--- src/rtl/sha256_padder.sv ---
// SHA-256 message padder: turns a raw word stream of a given bit length into whole
// 16-word padded blocks on the FIFO write side. Build option: SHA256_PAD_BYTESWAP_EN.
module sha256_padder (
    input  logic        clk_i,
    input  logic        rst_i,
    input  logic        start_i,
    input  logic [31:0] bit_len_i,
    output logic        ready_o,
    input  logic        in_vld_i,
    input  logic [31:0] in_dat_i,
    output logic        in_rdy_o,
    input  logic        fifo_full_i,
    output logic        fifo_wr_en_o,
    output logic [31:0] fifo_wr_dat_o,
    output logic        done_o,
    output logic [15:0] blk_cnt_o
);

    typedef enum logic [2:0] {
        S_IDLE,
        S_DATA,
        S_PAD1,
        S_ZERO,
        S_LENHI,
        S_LENLO
    } state_t;

    state_t      state_q, state_d;
    logic [31:0] len_q, len_d;
    logic [27:0] nwords_q, nwords_d;
    logic [3:0]  wpos_q, wpos_d;
    logic [15:0] blk_cnt_q, blk_cnt_d;
    logic        wr_en_q, wr_en_d;
    logic [31:0] wr_dat_q, wr_dat_d;
    logic        done_q, done_d;

    logic [31:0] in_word;
    logic [31:0] masked_word;
    logic [4:0]  rem_bits;
    logic [3:0]  wpos_nxt;
    logic        do_wr;
    logic [31:0] wr_val;

`ifdef SHA256_PAD_BYTESWAP_EN
    assign in_word = {in_dat_i[7:0], in_dat_i[15:8], in_dat_i[23:16], in_dat_i[31:24]};
`else
    assign in_word = in_dat_i;
`endif

    assign rem_bits    = len_q[4:0];
    assign wpos_nxt    = wpos_q + 4'd1;
    // Keep the r valid message bits of the last word and append the '1' right after them.
    assign masked_word = (in_word & (32'hFFFF_FFFF << (6'd32 - {1'b0, rem_bits})))
                       | (32'h1 << (5'd31 - rem_bits));

    // ready drops for the done cycle so it rises the cycle after done_o.
    assign ready_o       = (state_q == S_IDLE) && !done_q;
    assign in_rdy_o      = (state_q == S_DATA) && !fifo_full_i;
    assign fifo_wr_en_o  = wr_en_q;
    assign fifo_wr_dat_o = wr_dat_q;
    assign done_o        = done_q;
    assign blk_cnt_o     = blk_cnt_q;

    always_comb begin
        state_d   = state_q;
        len_d     = len_q;
        nwords_d  = nwords_q;
        wpos_d    = wpos_q;
        blk_cnt_d = blk_cnt_q;
        wr_en_d   = 1'b0;
        wr_dat_d  = wr_dat_q;
        done_d    = 1'b0;
        do_wr     = 1'b0;
        wr_val    = 32'h0;

        case (state_q)
            S_IDLE: begin
                if (start_i && ready_o) begin
                    len_d     = bit_len_i;
                    nwords_d  = {1'b0, bit_len_i[31:5]} + {27'd0, |bit_len_i[4:0]};
                    wpos_d    = 4'd0;
                    blk_cnt_d = 16'd0;
                    state_d   = (bit_len_i != 32'd0) ? S_DATA : S_PAD1;
                end
            end
            S_DATA: begin
                if (in_vld_i && !fifo_full_i) begin
                    do_wr    = 1'b1;
                    nwords_d = nwords_q - 28'd1;
                    wr_val   = in_word;
                    if (nwords_q == 28'd1) begin
                        if (rem_bits != 5'd0) begin
                            wr_val  = masked_word;
                            state_d = (wpos_nxt == 4'd14) ? S_LENHI : S_ZERO;
                        end else begin
                            state_d = S_PAD1;
                        end
                    end
                end
            end
            S_PAD1: begin
                if (!fifo_full_i) begin
                    do_wr   = 1'b1;
                    wr_val  = 32'h8000_0000;
                    state_d = (wpos_nxt == 4'd14) ? S_LENHI : S_ZERO;
                end
            end
            S_ZERO: begin
                if (!fifo_full_i) begin
                    do_wr = 1'b1;
                    if (wpos_nxt == 4'd14) begin
                        state_d = S_LENHI;
                    end
                end
            end
            S_LENHI: begin
                if (!fifo_full_i) begin
                    do_wr   = 1'b1;
                    state_d = S_LENLO;
                end
            end
            S_LENLO: begin
                if (!fifo_full_i) begin
                    do_wr   = 1'b1;
                    wr_val  = len_q;
                    done_d  = 1'b1;
                    state_d = S_IDLE;
                end
            end
            default: state_d = S_IDLE;
        endcase

        if (do_wr) begin
            wr_en_d  = 1'b1;
            wr_dat_d = wr_val;
            wpos_d   = wpos_nxt;
            if (wpos_q == 4'd15) begin
                blk_cnt_d = blk_cnt_q + 16'd1;
            end
        end
    end

    always_ff @(posedge clk_i or posedge rst_i) begin
        if (rst_i) begin
            state_q   <= S_IDLE;
            len_q     <= 32'd0;
            nwords_q  <= 28'd0;
            wpos_q    <= 4'd0;
            blk_cnt_q <= 16'd0;
            wr_en_q   <= 1'b0;
            wr_dat_q  <= 32'd0;
            done_q    <= 1'b0;
        end else begin
            state_q   <= state_d;
            len_q     <= len_d;
            nwords_q  <= nwords_d;
            wpos_q    <= wpos_d;
            blk_cnt_q <= blk_cnt_d;
            wr_en_q   <= wr_en_d;
            wr_dat_q  <= wr_dat_d;
            done_q    <= done_d;
        end
    end

endmodule

--- config.mk ---
export PLATFORM = sky130hd
export DESIGN_NAME = sha256_padder
export DESIGN_NICKNAME = d
export VERILOG_FILES = /design/src/rtl/sha256_padder.sv
export SDC_FILE = /design/constraint.sdc
export NUM_CORES = 1
export LEC_CHECK = 0
export BUFFER_PORTS_ARGS = -buffer_cell sky130_fd_sc_hd__buf_2
export CAP_MARGIN = 20
export CORE_AREA = 4 4 140 142
export DETAILED_ROUTE_END_ITERATION = 8
export DIE_AREA = 0 0 144 146
export PLACE_DENSITY = 0.66
export SLEW_MARGIN = 20
export SYNTH_ARGS = -nofsm -noshare
export SYNTH_HDL_FRONTEND = slang
export SYNTH_SLANG_ARGS = --single-unit
--- constraint.sdc ---
create_clock -name clk_i -period 8 [get_ports clk_i]
set_input_delay 0.8 -clock clk_i [delete_from_list [all_inputs] [get_ports clk_i]]
set_output_delay 0.8 -clock clk_i [all_outputs]
set_load 0.01 [all_outputs]
==> metrics.yaml <==
sta:
  setup_tns_ns: 0
  rsz0062_at_grt: "false"
  hold_viol_final: 0
  slew_headroom_pct: 29.0
  fmax_mhz: 333
  period_share_pct: 37.6
  period_needed_ns: 3.01
  setup_viol_count_final: 0
  fin_skew_ns: 0.0112
  worst_slew_pin_slew_ns: 1.06
  drv_slew: 0
clock_tree:
  cts-resized-gates: 0
  clockBufferDepth: 2
  cts_num_sinks: 117
  cts_tree: "built"
  clock-root-buffer: "clkbuf_16"
  hold_buffers: 0
  htree_levels: 4
  cts_setup_buffers: 0
  clock_latency_ns: 0.42
  path_clk_slew_ns: 0.07
  numCtsBuffers: 17
place:
  port_buffers: 120
  gp_congestion: 0.959
  hpwl_um: 18200
critical_path:
  rr_endpoint: "fifo_wr_dat_o[28]"
  critPathSlowestCell: "or4_1"
  critPathMaxFanout: 11
  critPathLaunch: "len_q[0]"
  cp_cell_sequence: "inv_1 > ha_1 > inv_1 > nor3_1 > ha_1 > or4_1 > or3_1 > o211ai_2"
  worstRegToRegCells: 8
  rrSetupSlack_ns: 4.99
  timing.rr.start: "len_q[0]"
  required_ns: 8.34
  critPathLaunchType: "register"
  critPathCaptureType: "register"
  critical_path_class: "reg2reg"
  slowest_delay_ns: 0.78
  crit_arrival_ns: 3.34
grt:
  grt_max_degree: 80
  track_usage_pct: 23.9
  grt_pass1_wl_um: 39600
  grt_pass1_vias: 7011
  overflow: 0
  antenna_found_initial: 1
route:
  wire_per_inst_um: 21.0
  top_layer: "met5"
  route.vias.total: 7401
  via_per_inst: 6.20
  wirelength_um: 25100
  postRouteAntennaNets: 0
  met1_length_um: 11000
  wl_met3_um: 2500
  drc_errors: 0
  dr.first_iter.drc_count: 953
  wl_met2_um: 11000
  dr.pass1.iters: 5
synth:
  yosysTopAreaCell: "dfrtp_1"
  synth_top_area_share_pct: 40.4
  synth_nets: 937
  netlist_area_um2: 7240
  synth-main-ff-cell: "dfrtp_1"
  synth_edf_count: 0
  synth-seq-cells: 117
  synthesis.area_per_instance_um2: 8.52
  synth_cell_types: 69
  async_reset_ff_share_pct: 100
  netlist_instances: 850
  synth_area_leaders: "dfrtp_1 40%, nand2_1 7.4%, o211ai_1 5.1%"
  yosys_warnings: 0
  yosysSeqAreaShare_pct: 40.4
pwr:
  ir_worst_vdd_mv: 0.162
  p_per_area_nw_per_um2: 358
  power.leakage_uw: 0.00378
finish:
  diodes: 0
  drive_above_1_share_pct: 19.5
  syn_to_final_growth_pct: 19.1
  fin_nets: 1034
  final_core_utilization_pct: 46.8
floorplanning:
  core_um2: 18500
  die-area_um2: 21000
  die_w_um: 144
  start_util_pct: 39.3
  rows: 50
  io_pins: 121
  die_h_um: 146
min_path:
  hold_path.class: "in2async"
outcome:
  status: "completed"
flow_run:
  drv_cap: 0
==> sequential cells by signal (all words and copies together), names as in the netlist <==
signal,flops
blk_cnt_o,16
done_o,1
fifo_wr_dat_o,32
fifo_wr_en_o,1
len_q,32
nwords_q,28
state_q,3
wpos_q,4
==> cells in the final DEF (no fill, tap or decap), types with 7 or more instances in the layout <==
cell type and n:
xor2_1 11, buf_2 120, a31oi_1 9, xnor2_1 15, a21oi_1 33, nand2_1 142
o211ai_1 49, and3_1 18, nand4_1 19, or3_1 7, nor2_1 42, inv_1 22
ha_1 18, buf_4 7, o31ai_1 7, inv_6 8, nor3_1 31, dfrtp_1 117
nand3_1 44, clkbuf_16 17, o21ai_0 44, a22oi_1 33, nor2b_1 7, nor4_1 15
==> per-stage QoR <==
stage	hold slack [ns]	instance area, um2	cells	total power (uW)	worst slack [ns]
6_report	0.410	8630	1194	3090	4.99
5_1_grt	0.445	8630	1194	3270	4.80
4_1_cts	0.421	8630	1194	3060	5.06
3_5_place_dp	0.460	8020	1162	2260	4.78
3_3_place_gp	0.457	8020	1162	2250	4.77
2_1_floorplan	0.438	7240	850	1850	4.10
==> final cells by class <==
cell class / count / area (um2)
clock inverters: 15 / 184
fillers: 1822 / 9830
repair buffers: 128 / 664
multi-input cells: 659 / 4040
flip-flops and latches: 117 / 2930
clock buffers: 17 / 425
inverters: 24 / 92.6
well taps: 234 / 293
==> kinds of logic (layout without fill, tap and decap cells) <==
family / Yosys count / count (layout) / share of synthesized area, %
compound gates: 236 / 236 / 22.6
xor+xnor: 26 / 26 / 3.14
fa+ha+maj: 18 / 18 / 3.11
buf+inv: 74 / 184 / 3.99
flops: 117 / 117 / 40.4
mux: 5 / 5 / 0.691
simple gates: 374 / 374 / 26.0
==> Yosys cell counts (4+ instances only) <==
master,count
nor2_1,43
o21ai_0,44
a211oi_1,5
or2_2,4
a31oi_1,9
ha_1,18
inv_1,23
nand2b_1,6
o22ai_1,5
dfrtp_1,117
mux2i_1,5
o211ai_2,6
o21ai_1,5
xor2_1,11
a22o_1,6
nand3_1,45
or4_1,4
and2_1,5
nor4_1,16
o31ai_1,7
clkbuf_1,42
nor3_1,31
nand2_1,142
and4_1,6
or3_1,7
a22oi_1,33
nand4_1,19
and3_1,19
nor2b_1,7
o31a_1,4
buf_1,4
xnor2_1,15
o211ai_1,49
a21oi_1,33
==> worst max-delay path, delay by kind of cell (launching register included) <==
family                     cells  cell delay (ns)
buffers and inverters          2             0.22
adders and majority gates      2             0.57
and+or+nand+nor                3             1.45
DFF                            1             0.45
AOI/OAI and AO/OA              1             0.22
==> power breakdown <==
| part | total [uW] | leakage [uW] | switching, uW | internal, uW |
|---|---|---|---|---|
| Clock | 794 | 0.000299 | 322 | 473 |
| Combinational | 1180 | 0.00199 | 717 | 460 |
| Sequential | 1110 | 0.00148 | 293 | 822 |
| Total | 3090 | 0.00378 | 1330 | 1750 |
==> metal layers <==
layer  track usage (%)  up-vias
met5                 0        -
met4              6.83        2
met3              6.11       52
met2              34.0      431
met1              35.8     3555
li1                  -     3361
==> how the worst max path moves through the flow <==
stage | end | cells past startpoint | slack (ns)
after global placement | nwords_q[20] | 10 | 4.77
after CTS | fifo_wr_dat_o[28] | 8 | 5.06
after detailed placement | nwords_q[20] | 10 | 4.78
after floorplan | blk_cnt_o[0] | 1 | 4.10
final | fifo_wr_dat_o[28] | 8 | 4.99
after global routing | fifo_wr_dat_o[18] | 9 | 4.80
Note: power is estimated with default switching activity, not from simulation.
